===== config.mk =====
export PLATFORM = sky130hd
export DESIGN_NAME = tpm_row_scheduler
export DESIGN_NICKNAME = d
export VERILOG_FILES = /design/src/rtl/tpm_pkg.sv /design/src/rtl/rr_arbiter.sv /design/src/rtl/tpm_row_scheduler.sv
export SDC_FILE = /design/constraint.sdc
export NUM_CORES = 1
export LEC_CHECK = 0
export ABC_AREA = 1
export CORE_MARGIN = 2
export CORE_UTILIZATION = 51
export CTS_CLUSTER_DIAMETER = 100
export DETAILED_ROUTE_END_ITERATION = 16
export GPL_ROUTABILITY_DRIVEN = 0
export PLACE_DENSITY = 0.88
export SYNTH_ARGS = -nofsm -noshare
export SYNTH_HDL_FRONTEND = slang
export SYNTH_HIERARCHICAL = 1
export SYNTH_SLANG_ARGS = --single-unit
export TNS_END_PERCENT = 100

===== constraint.sdc =====
create_clock -name clock -period 2.5 [get_ports clock]
set_clock_uncertainty 0.15 [all_clocks]
set_input_delay 0.5 -clock clock [delete_from_list [all_inputs] [get_ports clock]]
set_output_delay 0.5 -clock clock [all_outputs]
set_load 0.01 [all_outputs]

===== src/rtl/tpm_pkg.sv =====
// Shared types and helpers for the textile-pressure-matrix row scheduler.
package tpm_pkg;

    // Scheduler phases: idle, row drive high, all-rows-low settling.
    typedef enum logic [1:0] {
        IDLE = 2'b00,
        HOLD = 2'b01,
        GAP  = 2'b10
    } state_t;

    // Default drive-high and settling lengths in clock cycles.
    localparam int DEF_HOLD_CYC = 20;
    localparam int DEF_GAP_CYC  = 20;

    // Widest row vector the onehot helper can produce.
    localparam int MAX_NCH = 64;

    // One-hot vector with bit idx set; callers truncate to their row count.
    function automatic logic [MAX_NCH-1:0] onehot(input int unsigned idx);
        logic [MAX_NCH-1:0] vec;
        vec = '0;
        vec[idx[5:0]] = 1'b1;
        return vec;
    endfunction

endpackage


===== src/rtl/rr_arbiter.sv =====
// Combinational round-robin pick: first set request bit after last_grant, wrapping.
module rr_arbiter #(
    parameter int NCH = 8,
    parameter int IW  = $clog2(NCH)
) (
    input  logic [NCH-1:0] request,
    input  logic [IW-1:0]  last_grant,
    output logic           valid,
    output logic [IW-1:0]  idx
);

    // Scan offsets from farthest to nearest so the nearest set bit after last_grant wins.
    always_comb begin
        // NOTE: every output gets a default before any branch, so no latch can be inferred.
        valid = 1'b0;
        idx   = '0;
        for (int off = NCH; off >= 1; off--) begin
            if (request[(int'(last_grant) + off) % NCH]) begin
                valid = 1'b1;
                idx   = IW'((int'(last_grant) + off) % NCH);
            end
        end
    end

endmodule


===== src/rtl/tpm_row_scheduler.sv =====
// Round-robin row-drive scheduler: one row at a time, HOLD_CYC high then
// GAP_CYC all-low, with an ADC sample strobe on the last high cycle.
module tpm_row_scheduler
    import tpm_pkg::*;
#(
    parameter int NCH      = 8,
    parameter int HOLD_CYC = DEF_HOLD_CYC,
    parameter int GAP_CYC  = DEF_GAP_CYC,
    parameter int CW       = 7,
    parameter int IW       = $clog2(NCH)
) (
    input  logic           clock,
    input  logic           reset,
    input  logic [NCH-1:0] trig,
    input  logic           enable,
    output logic [NCH-1:0] drive_out,
    output logic [IW-1:0]  active_idx,
    output logic           sample_strobe,
    output logic           busy
);

    localparam logic [CW-1:0] HOLD_LAST = CW'(HOLD_CYC - 1);
    localparam logic [CW-1:0] GAP_LAST  = CW'(GAP_CYC - 1);
    localparam logic [IW-1:0] LAST_ROW  = IW'(NCH - 1);

    state_t          state;
    state_t          state_n;
    logic [CW-1:0]   cnt;
    logic [CW-1:0]   cnt_n;
    logic [NCH-1:0]  pending;
    logic [NCH-1:0]  pending_n;
    logic [NCH-1:0]  grant_mask;
    logic [NCH-1:0]  drive_n;
    logic [IW-1:0]   active_idx_n;
    logic [IW-1:0]   last_grant;
    logic [IW-1:0]   last_grant_n;
    logic            strobe_n;
    logic            busy_n;
    logic            do_grant;
    logic            arb_valid;
    logic [IW-1:0]   arb_idx;

    rr_arbiter #(
        .NCH (NCH),
        .IW  (IW)
    ) u_arbiter (
        .request    (pending),
        .last_grant (last_grant),
        .valid      (arb_valid),
        .idx        (arb_idx)
    );

    // Next-state, counter, grant and output decode for the scheduler FSM.
    always_comb begin
        state_n      = state;
        cnt_n        = cnt;
        drive_n      = drive_out;
        active_idx_n = active_idx;
        last_grant_n = last_grant;
        grant_mask   = '0;
        do_grant     = 1'b0;

        case (state)
            IDLE: begin
                drive_n  = '0;
                do_grant = enable && arb_valid;
            end
            HOLD: begin
                if (cnt == HOLD_LAST) begin
                    state_n = GAP;
                    cnt_n   = '0;
                    drive_n = '0;
                end else begin
                    cnt_n = cnt + 1'b1;
                end
            end
            GAP: begin
                drive_n = '0;
                if (cnt == GAP_LAST) begin
                    // Back-to-back grant keeps the pulse period at HOLD_CYC+GAP_CYC.
                    do_grant = enable && arb_valid;
                    state_n  = IDLE;
                    cnt_n    = '0;
                end else begin
                    cnt_n = cnt + 1'b1;
                end
            end
            default: begin
                state_n = IDLE;
                cnt_n   = '0;
                drive_n = '0;
            end
        endcase

        if (do_grant) begin
            grant_mask   = NCH'(onehot(32'(arb_idx)));
            state_n      = HOLD;
            cnt_n        = '0;
            drive_n      = grant_mask;
            active_idx_n = arb_idx;
            last_grant_n = arb_idx;
        end

        // A trigger in the grant cycle survives the clear so the row is served again.
        pending_n = (pending & ~grant_mask) | trig;

        // Strobe and busy are registered so they line up with drive_out.
        strobe_n = (state_n == HOLD) && (cnt_n == HOLD_LAST);
        busy_n   = (state_n != IDLE);
    end

    // State, counter, pending and output registers with synchronous reset.
    always_ff @(posedge clock) begin
        // NOTE: sequential state uses non-blocking assignments so all registers update from the same pre-edge values.
        if (reset) begin
            // NOTE: pending is a flag vector, not a memory, and must be cleared so stale requests are never granted after reset.
            state         <= IDLE;
            cnt           <= '0;
            pending       <= '0;
            drive_out     <= '0;
            active_idx    <= '0;
            last_grant    <= LAST_ROW;
            sample_strobe <= 1'b0;
            busy          <= 1'b0;
        end else begin
            state         <= state_n;
            cnt           <= cnt_n;
            pending       <= pending_n;
            drive_out     <= drive_n;
            active_idx    <= active_idx_n;
            last_grant    <= last_grant_n;
            sample_strobe <= strobe_n;
            busy          <= busy_n;
        end
    end

endmodule

==> impl_metrics.tcl <==
set metrics [dict create \
    reg2reg_slack_ps -170 \
    dpl.hpwl_um 4400 \
    crit_chain "inv_8 -> ha_4 -> nand3_2 -> nand3_1 -> nand2_1 -> nor3_2 -> nand4_1 -> nand2_1 -> inv_2 -> nand3_4 -> nand2_4 -> nor3_4 -> nand2_1 -> a21oi_2" \
    drive_above_1_share_pct 32.3 \
    synth_flop_cell "dfxtp_1" \
    final_cell_area_sq_mm 0.00313 \
    gr-usage-all-layers_pct 25.7 \
    start_kind "flip-flop" \
    max_cap_viol_count 0 \
    synth_edf_count 0 \
    crit_top_cell "nand2_1" \
    syn_area_per_cell_sq_um 6.72 \
    yosysMostFrequentCell "nand2_1" \
    path_clk_slew_ps 70 \
    wl_um 8320 \
    crit_arrival_ps 2750 \
    crit_path_end_kind "flip-flop" \
    dr.pass1.iters 8 \
    drc 0 \
    crit_required_ps 2570 \
    r2r_end "drive_out[5]$_SDFFE_PP0P_" \
    pre_cts_ws_ps -157 \
    yosysTopAreaCell "dfxtp_1" \
    critPathMaxFanout 8 \
    min_to "drive_out[6]$_SDFFE_PP0P_" \
    cts_buffers 5 \
    start_util_pct 52.2 \
    path_buf_inv 2 \
    cts_tree "built" \
    grt_max_degree 24 \
    antennaDiodeCount 0 \
    gr-total-overflow 0 \
    die_area_sq_mm 0.00491 \
    synthesis.area_sq_mm 0.00222 \
    routed_via_density 6.22 \
    holdBufCountCts 0 \
    h-tree-depth 2 \
    core_area_sq_mm 0.00426 \
    cts_root_buf "clkbuf_8" \
    drt-initial-drc-count 349 \
    status "complete, but fails checks" \
    synth_nets 349 \
    violations "negative setup slack" \
    ioPinCount 24 \
    final-setup-viol-count 20 \
    route.antenna.remaining_nets 0 \
    clk_latency_ps 290 \
    slowest_stage "dfxtp_4" \
    ys_seq_area_share_pct 29.7 \
    area_delta_synth_final_pct 40.6 \
    ys_types 35 \
    die_w_um 70.0 \
    placed_cells 427 \
    die_y_um 70.0 \
    synthCells 331 \
    cpPeakStageDelay_ps 410 \
    hold_path.startpoint "drive_out[6]$_SDFFE_PP0P_" \
    synthArstFlopShare_pct 0 \
    cts.path.max_buffers 2 \
    num_vias 2711 \
    rows 24 \
    layout_setup_ws_ps -173 \
    hold_viol 0 \
    tightestPinTransition_ps 395 \
    rsz0062_at_grt "yes" \
    max_freq_ghz 0.374 \
    synth_top_area_share_pct 29.7 \
    synthTopCellsByCount "nand2_1 (98), inv_1 (37), nand3_1 (37)" \
    synthTopCellsByArea "dfxtp_1 (30%), nand2_1 (17%), nand3_1 (8.3%)" \
    whs_path_depth 2 \
    clock_sinks 33 \
    nets 401 \
    layout.cells.non_filler 436 \
    portBuffers 23 \
    report.final.slew_viol_count 0 \
    path_class "flip-flop to flip-flop" \
    post-route-period-util_pct 107 \
    yosys_warnings 6 \
    finalCriticalPeriod_ps 2670 \
    place_area_sq_mm 0.00271 \
    synth-seq-cells 33 \
    antenna_found_initial 0 \
    hold_class "flip-flop to flip-flop" \
    relSlewSlack_pct 73.7 \
    wl_per_cell_um 19.1 \
    ff2ff_path_depth 14 \
    reg2reg_from "last_grant[0]$_SDFFE_PP1P_" \
    cp_top_family "simple AND/OR/NAND/NOR gates" \
    grt_pass1_wl_um 10100 \
    grt_pass1_vias 2239 \
]
[worst min-delay path, delay by kind of cell, from the launching register on]
| kind | cells | cell delay, ps |
|---|---|---|
| AO/OA/AOI/OAI | 1 | 50 |
| flip-flops | 1 | 310 |
| AND/OR/NAND/NOR | 1 | 50 |
[state kept, by name (all words and copies together), names as in the netlist]
name	count
last_grant	3
pending	8
drive_out	8
busy	1
state	2
cnt	7
active_idx	3
sample_strobe	1
[layer usage]
layer / vias up / part of all wire (%) / GRT usage (%)
li1: 1164 / - / -
met1: 1238 / 34 / 31.1
met2: 223 / 49 / 46.3
met3: 86 / 8.9 / 3.17
met4: 0 / 7.9 / 9.62
met5: - / 0 / 0
[area by class of cell]
class                           count  area, sq um
Multi-Input combinational cell    248         1640
Fill cell                         266         1140
Sequential cell                    33          668
Timing Repair Buffer               51          468
Inverter                           44          188
Clock buffer                        7         96.3
Tap cell                           52         65.1
Clock inverter                      1         5.00
[what timing repair did]
item                                    4_1_cts  5_1_grt
endpoints found under the setup margin       18       29
buffers inserted                              0        1
resized for setup                            12       62
pin swaps                                     1       14
hold endpoints to repair                      0        0
[cells in the final DEF, fill, tap and decap left out, types with 9 or more instances in the layout]
| cell | n |
|---|---|
| nand2_1 | 84 |
| inv_1 | 32 |
| dfxtp_1 | 31 |
| nand3_1 | 28 |
| clkdlybuf4s50_1 | 23 |
| buf_4 | 23 |
| a21oi_1 | 18 |
| nand2_2 | 18 |
| nor2_1 | 16 |
| nand3_4 | 13 |
| inv_2 | 9 |
[worst max-delay path by stage]
stage / endpoint / depth (start not counted) / startpoint / slack (ps)
global route: drive_out[5]$_SDFFE_PP0P_ / 15 / last_grant[0]$_SDFFE_PP1P_ / -230
detailed placement: drive_out[5]$_SDFFE_PP0P_ / 15 / last_grant[0]$_SDFFE_PP1P_ / -160
CTS: pending[1]$_SDFF_PP0_ / 18 / last_grant[0]$_SDFFE_PP1P_ / 3
finish: drive_out[5]$_SDFFE_PP0P_ / 14 / last_grant[0]$_SDFFE_PP1P_ / -170
floorplan: drive_out[1]$_SDFFE_PP0P_ / 16 / last_grant[1]$_SDFFE_PP1P_ / 10
global placement: drive_out[7]$_SDFFE_PP0P_ / 15 / last_grant[0]$_SDFFE_PP1P_ / -40
[per-stage QoR]
step | utilization (%) | setup TNS, ps | hold slack [ps]
2_1_floorplan | - | 0 | 301
3_3_place_gp | 63.5 | -302 | 302
3_5_place_dp | 63.5 | -1730 | 308
4_1_cts | 66.8 | 0 | 318
5_1_grt | 73.3 | -4020 | 339
6_report | 73.3 | -2020 | 312
[kinds of logic after synthesis]
group	Yosys count	synth area share, %
compound gates	40	10.2
xor+xnor	7	3.43
fa+ha+maj	7	3.94
buf+inv	50	9.84
flops	33	29.7
simple gates	194	42.9
Power is not shown: default switching activity piles up to over one toggle a cycle in this logic, so the estimate is an artifact.
